File: config.mk
export PLATFORM = sky130hd
export DESIGN_NAME = cfg_loader
export DESIGN_NICKNAME = d
export VERILOG_FILES = /design/src/rtl/cfg_pkg.sv /design/src/rtl/cfg_crc8.sv /design/src/rtl/cfg_loader.sv
export SDC_FILE = /design/constraint.sdc
export NUM_CORES = 1
export LEC_CHECK = 0
export BUFFER_PORTS_ARGS = -buffer_cell sky130_fd_sc_hd__buf_4
export CORE_ASPECT_RATIO = 0.5
export CORE_MARGIN = 1
export CORE_UTILIZATION = 52
export DETAILED_ROUTE_END_ITERATION = 10
export PLACE_DENSITY = 0.87
export SLEW_MARGIN = 30
export SYNTH_ARGS = -nofsm -noshare
export SYNTH_HDL_FRONTEND = slang
export SYNTH_SLANG_ARGS = --single-unit
File: constraint.sdc
create_clock -name clk -period 2.1 [get_ports clk]
set_input_delay 0.315 -clock clk [delete_from_list [all_inputs] [get_ports clk]]
set_output_delay 0.315 -clock clk [all_outputs]
set_load 0.05 [all_outputs]
File: src/rtl/cfg_pkg.sv
// cfg_pkg: shared constants, state encoding and the CRC-8 step helper
// for the bit-serial configuration loader.
package cfg_pkg;

  localparam int         FRAME_W        = 18;
  localparam logic [7:0] CFG_CRC_POLY   = 8'h07;
  localparam logic [4:0] LAST_FRAME_BIT = 5'd17;  // bit counter value of the 18th frame bit
  localparam logic [4:0] LAST_CRC_BIT   = 5'd7;   // bit counter value of the 8th CRC bit

  typedef enum logic [2:0] {
    ST_IDLE  = 3'd0,
    ST_SHIFT = 3'd1,
    ST_WRITE = 3'd2,
    ST_CRC   = 3'd3,
    ST_DONE  = 3'd4
  } cfg_state_e;

  // One step of an MSB-first CRC-8 (poly CFG_CRC_POLY) over a single bit.
  function automatic logic [7:0] crc8_step(input logic [7:0] crc, input logic d);
    logic fb;
    fb = crc[7] ^ d;
    if (fb) begin
      crc8_step = {crc[6:0], 1'b0} ^ CFG_CRC_POLY;
    end else begin
      crc8_step = {crc[6:0], 1'b0};
    end
  endfunction

endpackage

File: src/rtl/cfg_crc8.sv
// cfg_crc8: bit-serial CRC-8 remainder with synchronous clear and enable.
// Only instantiated by cfg_loader when CFG_LOADER_CRC_EN is defined.
module cfg_crc8 import cfg_pkg::*; (
  input  logic       clk,
  input  logic       rst_n,
  input  logic       i_clr,
  input  logic       i_en,
  input  logic       i_data,
  output logic [7:0] o_crc
);

  logic [7:0] r_crc;

  // Remainder register: clear wins over a data step.
  always_ff @(posedge clk) begin
    if (!rst_n) begin
      r_crc <= 8'h00;
    end else if (i_clr) begin
      r_crc <= 8'h00;
    end else if (i_en) begin
      r_crc <= crc8_step(r_crc, i_data);
    end else begin
      r_crc <= r_crc;
    end
  end

  assign o_crc = r_crc;

endmodule

File: src/rtl/cfg_loader.sv
// cfg_loader: bit-serial configuration loader. Shifts FRAME_W-bit frames in
// over a valid/ready handshake and writes them to switch blocks 0..NUM_BLK-1
// with a one-cycle one-hot wr_en pulse. Optional trailing CRC-8 check is
// enabled by defining CFG_LOADER_CRC_EN; without it err is tied to 0.
module cfg_loader import cfg_pkg::*; #(
  parameter int NUM_BLK = 16
) (
  input  logic               clk,
  input  logic               rst_n,
  input  logic               cfg_start,
  input  logic               cfg_valid,
  input  logic               cfg_data,
  output logic               cfg_ready,
  output logic [FRAME_W-1:0] bits,
  output logic [NUM_BLK-1:0] wr_en,
  output logic               busy,
  output logic               done,
  output logic               err
);

  localparam int             IDX_W    = (NUM_BLK > 1) ? $clog2(NUM_BLK) : 1;
  localparam logic [IDX_W-1:0] LAST_IDX = IDX_W'(NUM_BLK - 1);

  cfg_state_e         r_state;
  cfg_state_e         w_state_nxt;
  logic [4:0]         r_bit_cnt;
  logic [IDX_W-1:0]   r_idx;
  logic [FRAME_W-1:0] r_sreg;
  logic [NUM_BLK-1:0] r_wr_en;
  logic [NUM_BLK-1:0] w_onehot;
  logic               r_ready;
  logic               r_busy;
  logic               r_done;
  logic               w_hs;
  logic               w_frame_last;
  logic               w_idx_last;
  logic               w_crc_last;

  // cfg_ready is a register, so the handshake never loops back through it.
  assign w_hs         = r_ready & cfg_valid;
  assign w_frame_last = (r_bit_cnt == LAST_FRAME_BIT);
  assign w_idx_last   = (r_idx == LAST_IDX);

  // Decode the current block index into the write strobe pattern.
  always_comb begin
    w_onehot = '0;
    for (int k = 0; k < NUM_BLK; k++) begin
      w_onehot[k] = (r_idx == IDX_W'(k));
    end
  end

  // State register.
  always_ff @(posedge clk) begin
    if (!rst_n) begin
      r_state <= ST_IDLE;
    end else begin
      r_state <= w_state_nxt;
    end
  end

  // Next-state logic.
  always_comb begin
    w_state_nxt = r_state;
    case (r_state)
      ST_IDLE: begin
        if (cfg_start) begin
          w_state_nxt = ST_SHIFT;
        end else begin
          w_state_nxt = ST_IDLE;
        end
      end
      ST_SHIFT: begin
        if (w_hs && w_frame_last) begin
          w_state_nxt = ST_WRITE;
        end else begin
          w_state_nxt = ST_SHIFT;
        end
      end
      ST_WRITE: begin
        if (w_idx_last) begin
`ifdef CFG_LOADER_CRC_EN
          w_state_nxt = ST_CRC;
`else
          w_state_nxt = ST_DONE;
`endif
        end else begin
          w_state_nxt = ST_SHIFT;
        end
      end
`ifdef CFG_LOADER_CRC_EN
      ST_CRC: begin
        if (w_hs && w_crc_last) begin
          w_state_nxt = ST_DONE;
        end else begin
          w_state_nxt = ST_CRC;
        end
      end
`endif
      ST_DONE: begin
        w_state_nxt = ST_IDLE;
      end
      default: begin
        w_state_nxt = ST_IDLE;
      end
    endcase
  end

  // Outputs registered from the next state so they line up with the state they describe.
  always_ff @(posedge clk) begin
    if (!rst_n) begin
      r_ready <= 1'b0;
      r_busy  <= 1'b0;
      r_done  <= 1'b0;
      r_wr_en <= '0;
    end else begin
      r_ready <= (w_state_nxt == ST_SHIFT) || (w_state_nxt == ST_CRC);
      r_busy  <= (w_state_nxt == ST_SHIFT) || (w_state_nxt == ST_WRITE) ||
                 (w_state_nxt == ST_CRC);
      r_done  <= (w_state_nxt == ST_DONE);
      r_wr_en <= (w_state_nxt == ST_WRITE) ? w_onehot : '0;
    end
  end

  // Shift register, bit counter and block index; the shift register only moves on a frame handshake.
  always_ff @(posedge clk) begin
    if (!rst_n) begin
      r_bit_cnt <= 5'd0;
      r_idx     <= '0;
      r_sreg    <= '0;
    end else begin
      case (r_state)
        ST_IDLE: begin
          if (cfg_start) begin
            r_bit_cnt <= 5'd0;
            r_idx     <= '0;
          end
        end
        ST_SHIFT: begin
          if (w_hs) begin
            r_sreg    <= {r_sreg[FRAME_W-2:0], cfg_data};
            r_bit_cnt <= w_frame_last ? 5'd0 : (r_bit_cnt + 5'd1);
          end
        end
        ST_WRITE: begin
          if (!w_idx_last) begin
            r_idx <= r_idx + IDX_W'(1);
          end
        end
        ST_CRC: begin
          if (w_hs) begin
            r_bit_cnt <= w_crc_last ? 5'd0 : (r_bit_cnt + 5'd1);
          end
        end
        default: begin
          r_bit_cnt <= r_bit_cnt;
        end
      endcase
    end
  end

`ifdef CFG_LOADER_CRC_EN
  logic [7:0] w_crc_calc;
  logic [7:0] w_crc_rx_nxt;
  logic [7:0] r_crc_rx;
  logic       r_err;
  logic       w_crc_clr;
  logic       w_crc_en;
  logic       w_crc_hs;

  assign w_crc_last   = (r_bit_cnt == LAST_CRC_BIT);
  assign w_crc_clr    = (r_state == ST_IDLE) && cfg_start;
  assign w_crc_en     = (r_state == ST_SHIFT) && w_hs;
  assign w_crc_hs     = (r_state == ST_CRC) && w_hs;
  assign w_crc_rx_nxt = {r_crc_rx[6:0], cfg_data};

  cfg_crc8 u_crc (
    .clk    (clk),
    .rst_n  (rst_n),
    .i_clr  (w_crc_clr),
    .i_en   (w_crc_en),
    .i_data (cfg_data),
    .o_crc  (w_crc_calc)
  );

  // Collect the received CRC byte; compare on its last bit and keep err until the next start.
  always_ff @(posedge clk) begin
    if (!rst_n) begin
      r_crc_rx <= 8'h00;
      r_err    <= 1'b0;
    end else if (w_crc_clr) begin
      r_crc_rx <= 8'h00;
      r_err    <= 1'b0;
    end else if (w_crc_hs) begin
      r_crc_rx <= w_crc_rx_nxt;
      r_err    <= r_err | (w_crc_last && (w_crc_rx_nxt != w_crc_calc));
    end else begin
      r_crc_rx <= r_crc_rx;
      r_err    <= r_err;
    end
  end

  assign err = r_err;
`else
  assign w_crc_last = 1'b0;
  assign err        = 1'b0;
`endif

  assign cfg_ready = r_ready;
  assign bits      = r_sreg;
  assign wr_en     = r_wr_en;
  assign busy      = r_busy;
  assign done      = r_done;

endmodule

==> impl_metrics.tcl, run 1 <==
set metrics [dict create \
    status "completed" \
    avgSynthCellArea_um2 10.2 \
    synthAdderAreaFrac_pct 3.92 \
    arrival_ps 2040 \
    met3_usage_pct 6.03 \
    antenna_found_initial 0 \
    ant_nets 0 \
    h-tree-depth 2 \
    cp_top_family "simple AND/OR/NAND/NOR gates" \
    num_vias 1398 \
    p_seq_share_pct 55.4 \
    p_clk_share_pct 40.1 \
    period_needed_ps 1790 \
    critPathBufInv 0 \
    grt_use_met1_pct 18.6 \
    synth.distinct_cells 39 \
    required_ps 2350 \
    peakVddDrop_uv 335 \
    design.core.area_um2 3470 \
    synth_simple_gate_area_share_pct 25.6 \
    die_h_um 44.9 \
    fp.dieW_um 87.8 \
    io_pins 43 \
    insertion_delay_ps 300 \
    wl_per_cell_um 11.8 \
    clk_transition_reported_paths_ps 90 \
    worstRegToRegCells 5 \
    route.detailed.drc 0 \
    firstDrtPassIters 4 \
    synth_mux_area_share_pct 9.42 \
    fin_ws_ps 310 \
    dr.first_iter.drc_count 34 \
    p_per_area_nw_per_um2 713 \
    endpoint_kind "register" \
    clockBufferDepth 2 \
    holdPathStages 3 \
    synth-compound-area-share_pct 4.64 \
    regToRegEndpoint "wr_en[7]" \
    cts_resized 0 \
    synth_most_common_cell "dfxtp_1" \
    yosysWarnings 0 \
    power_leakage_nw 0.974 \
    placedCellCount 274 \
    start_util_pct 55.1 \
    root_buffer "clkbuf_8" \
    detailed_place_hpwl_um 2430 \
    fin_util_pct 68.6 \
    synth.top_cells.by_count "dfxtp_1 (49), nor2_1 (28), mux2i_1 (18)" \
    grt_first_pass_wirelength_um 5240 \
    yosys.area.top_type_share_pct 51.3 \
    fin_setup_tns_ps 0 \
    grt_max_degree 27 \
    maxCapViolations 0 \
    crit_type "reg -> reg" \
    synth_top_family_by_area "simple AND/OR/NAND/NOR gates" \
    hold_viol 0 \
    ys.flop_type "dfxtp_1" \
    hold_buffers 0 \
    dieArea_um2 3940 \
    hold_ws_ps 265 \
    ys_seq_area_share_pct 51.3 \
    p_int_mw 1.35 \
    cp-start-kind "register" \
    drive_gt1_share_pct 27.7 \
    syn_nets 198 \
    r2r-start "r_bit_cnt[0]" \
    grtUsageMet2_pct 34.4 \
    grt_overflow 0 \
    portBuffers 41 \
    yosys.area.top_type "dfxtp_1" \
    viasPerCell 4.96 \
    grt_use_total_pct 17.9 \
    crit_path_max_incr_delay_ps 560 \
    fin_cells 282 \
    postCtsSetupBuffers 0 \
    max_freq_mhz 559 \
    synth_cells 187 \
    synth-xor-area-share_pct 1.37 \
    swShare_pct 20.7 \
    slew_viol_final 0 \
    ys_seq_elements 49 \
    synthArstFlopShare_pct 0 \
    finalClockSkew_ps 7.14 \
    crit_path_cell_trace "ha_1 > nand4bb_4 > or4_4 > nor3b_2 > and2_1" \
    whs_endpoint "bits[0]" \
    totalWireLength_um 3330 \
    hold_path.class "in -> reg" \
    grt_pass1_vias 1263 \
    globalplace.congestion 0.766 \
    cts_buffers 5 \
    cp_max_fo 6 \
    diodes 0 \
    cts_sinks 49 \
    p_comb_share_pct 4.5 \
    synth_edf_count 0 \
    rsz0062_at_grt "no" \
    netlist_area_um2 1910 \
    netSwitchingPower_mw 0.351 \
    finalSetupViolations 0 \
    areaGrowthSynthToFinish_pct 24.5 \
    num_rows 15 \
    num-nets-final 241 \
    min_from "cfg_data" \
    fin_crit_sh_pct 85.3 \
    pre_cts_ws_ps 321 \
    ys_top_cells_by_area "dfxtp_1 (51%), mux2i_1 (9.4%), nor2_1 (5.5%), and2_1 (5.2%), ha_1 (3.9%)" \
    grt.busiest_layer "met2" \
    r2r_slack_ps 310 \
    slowest_stage "or4_4" \
    cts_tree "yes" \
]
[sequential cells by signal, summed over array words and instances, names as in the netlist]
register   flops
bits          18
busy           1
cfg_ready      1
done           1
r_bit_cnt      5
r_idx          4
r_state        3
wr_en         16
[logic make-up (layout without fill, tap and decap cells)]
group / Yosys count / count (layout)
AOI/OAI and AO/OA: 15 / 15
xor gates and xnor gates: 3 / 3
adders and majority gates: 6 / 6
buffers and inverters: 14 / 58
DFF: 49 / 49
muxes: 18 / 18
other: 1 / 1
and+or+nand+nor: 81 / 81
[layer usage]
metal  wire length [um]  vias to the layer above  part of all wire, %
met5                  0                        -                    0
met4                 38                        0                  1.1
met3                150                        5                  4.5
met2               1650                       37                   50
met1               1480                      645                   45
li1                   -                      711                    -
[worst max-delay path by stage]
stage                      start         to  slack [ps]  cells past startpoint
floorplan              cfg_ready  wr_en[10]         280                      5
global placement    r_bit_cnt[0]   wr_en[5]         390                      5
detailed placement  r_bit_cnt[0]   wr_en[5]         320                      5
CTS                 r_bit_cnt[0]   wr_en[5]         300                      5
global route        r_bit_cnt[0]   wr_en[7]         200                      5
finish              r_bit_cnt[0]   wr_en[7]         310                      5
[worst min-delay path, delay by kind of cell]
family | cells | cell delay, ps
buf+inv | 1 | 80
simple gates | 1 | 80
mux | 1 | 50
[stage by stage]
step                instance area (um2)  total power [mW]
floorplan                          1910              1.02
global placement                   2260              1.04
detailed placement                 2260              1.04
CTS                                2380              1.72
global route                       2380              1.75
finish                             2380              1.70
[cell type report]
cell class                 instances  area, um2
timing repair buffer              44        330
multi-input combinational        124        865
fill                             286       1090
clock buffer                       6       82.6
tap                               51       63.8
clock inverter                     2       37.5
inverter                           6       22.5
sequential                        49        981
[placed cells by master, fill, tap and decap left out, types with 2 or more instances in the layout]
cell | Yosys | routed
nand4_1 | 4 | 4
nand2_1 | 6 | 6
and3_1 | 2 | 2
nor2_1 | 28 | 28
xor2_1 | 2 | 2
o21ai_0 | 5 | 5
a21oi_1 | 6 | 6
or2_2 | 2 | 2
clkbuf_8 | 0 | 6
ha_1 | 6 | 6
nor3_1 | 2 | 2
and2_1 | 16 | 16
buf_4 | 2 | 44
nand3_1 | 8 | 8
mux2i_1 | 18 | 18
dfxtp_1 | 49 | 49
inv_1 | 5 | 5
[power groups by stage]
stage,clock network (mW),logic (mW),registers (mW)
CTS,0.698,0.0764,0.941
global placement,0,0.0750,0.962
floorplan,0,0.0426,0.973
detailed placement,0,0.0765,0.962
finish,0.681,0.0762,0.941
global route,0.730,0.0829,0.942
Note: power is estimated with default switching activity, not from simulation.
==> inputs of run 2 (changes only) <==
--- a/config.mk
+++ b/config.mk
@@ -11,6 +11,7 @@
 export CORE_UTILIZATION = 52
 export DETAILED_ROUTE_END_ITERATION = 10
 export PLACE_DENSITY = 0.87
+export RECOVER_POWER = 50
 export SLEW_MARGIN = 30
 export SYNTH_ARGS = -nofsm -noshare
 export SYNTH_HDL_FRONTEND = slang
==> run 2 against run 1 <==
Via count shrank 0.14%. Power down 0.21%. Sequential share of layout area increased by 2.5 points. Sequential power barely moved. Critical path depth stayed put.
==> impl_metrics.tcl, run 2 (synthesis results as in run 1) <==
set metrics [dict create \
    status "completed" \
    clk_transition_reported_paths_ps 90 \
    fin_util_pct 64.6 \
    firstDrtPassIters 4 \
    h-tree-depth 2 \
    fin_ws_ps 308 \
    crit_path_cell_trace "ha_1 > nand4bb_4 > or4_4 > nor3b_2 > and2_1" \
    cts_sinks 49 \
    areaGrowthSynthToFinish_pct 17.3 \
    crit_path_max_incr_delay_ps 560 \
    p_int_mw 1.34 \
    antenna_found_initial 0 \
    p_comb_share_pct 4.3 \
    die_h_um 44.9 \
    power_leakage_nw 0.817 \
    insertion_delay_ps 300 \
    crit_type "reg -> reg" \
    grt_first_pass_wirelength_um 5240 \
    cp_max_fo 6 \
    max_freq_mhz 558 \
    swShare_pct 20.7 \
    num-nets-final 241 \
    viasPerCell 4.95 \
    slew-limit-headroom_pct 58.7 \
    maxCapViolations 0 \
    fin_setup_tns_ps 0 \
    required_ps 2350 \
    ant_nets 0 \
    hold_buffers 0 \
    slew_viol_final 0 \
    clockBufferDepth 2 \
    fin_cells 282 \
    cts_tree "yes" \
    postCtsSetupBuffers 0 \
    final_cell_mix "dfxtp_1 (49), clkbuf_1 (37), nor2_1 (28), mux2i_1 (18), and2_1 (16)" \
    arrival_ps 2040 \
    totalWireLength_um 3340 \
    total_power_mw 1.69 \
    root_buffer "clkbuf_8" \
    start_util_pct 55.1 \
    hold_viol 0 \
    layout_commonest_cell "dfxtp_1" \
    grt_overflow 0 \
    p_seq_share_pct 55.5 \
    pre_cts_ws_ps 321 \
    tightestPinTransition_ps 622 \
    slowest_stage "or4_4" \
    hold_ws_ps 265 \
    grt_max_degree 27 \
    placedCellCount 274 \
    design.core.area_um2 3470 \
    num_rows 15 \
    hold_path.class "in -> reg" \
    netSwitchingPower_mw 0.350 \
    fp.dieW_um 87.8 \
    dieArea_um2 3940 \
    route.detailed.drc 0 \
    endpoint_kind "register" \
    fin_crit_sh_pct 85.3 \
    p_clk_share_pct 40.2 \
    cts_buffers 5 \
    io_pins 43 \
    fin_area_um2 2240 \
    drive_gt1_share_pct 11.7 \
    cp-start-kind "register" \
    p_per_area_nw_per_um2 755 \
    num_vias 1396 \
    detailed_place_hpwl_um 2430 \
    dr.first_iter.drc_count 33 \
    period_needed_ps 1790 \
    wl_per_cell_um 11.8 \
    diodes 0 \
    rsz0062_at_grt "no" \
    peakVddDrop_uv 334 \
    grt_pass1_vias 1263 \
    finalSetupViolations 0 \
    grt_use_total_pct 17.9 \
    finalClockSkew_ps 6.82 \
    largest_reg_flops 18 \
    globalplace.congestion 0.766 \
    placed_cell_area_um2 2260 \
    portBuffers 41 \
    cts_resized 0 \
]
[run 2: cell types whose count changed in the layout (fill, tap and decap cells not counted), sizes merged]
cell,previous run,this run
buf,44,7
clkbuf,6,43
[run 2: layer usage]
layer / global-route usage (%) / share of wire, % / up-vias
met5: 0 / 0 / -
met4: 6.56 / 1.1 / 0
met3: 6.03 / 4.9 / 5
met2: 34.4 / 49 / 37
met1: 18.6 / 45 / 640
li1: - / - / 714
[run 2: worst max-delay path: cells and delay by family, from the launching register on]
kind	cells	cell delay [ps]
DFF	1	400
and+or+nand+nor	4	1110
adders and majority gates	1	230
[run 2: cell type report]
class,count,area (um2)
clock inverter,2,37.5
fill,328,1230
clock buffer,6,82.6
multi-input combinational,124,865
timing repair buffer,44,191
sequential,49,981
tap,51,63.8
inverter,6,22.5
[run 2: final timing paths]
kind / to / slack, ps / cells after the start / start
min: bits[0] / 260 / 3 / cfg_data
max reg2reg: wr_en[7] / 310 / 5 / r_bit_cnt[0]
max: wr_en[7] / 310 / 5 / r_bit_cnt[0]
min reg2reg: r_bit_cnt[1] / 500 / 2 / r_bit_cnt[1]
[run 2: power by group through the flow]
stage	Sequential [mW]	Clock, mW	Combinational (mW)
6_report	0.940	0.680	0.0732
5_1_grt	0.942	0.730	0.0798
4_1_cts	0.941	0.698	0.0764
3_5_place_dp	0.962	0	0.0765
3_3_place_gp	0.962	0	0.0750
2_1_floorplan	0.973	0	0.0426
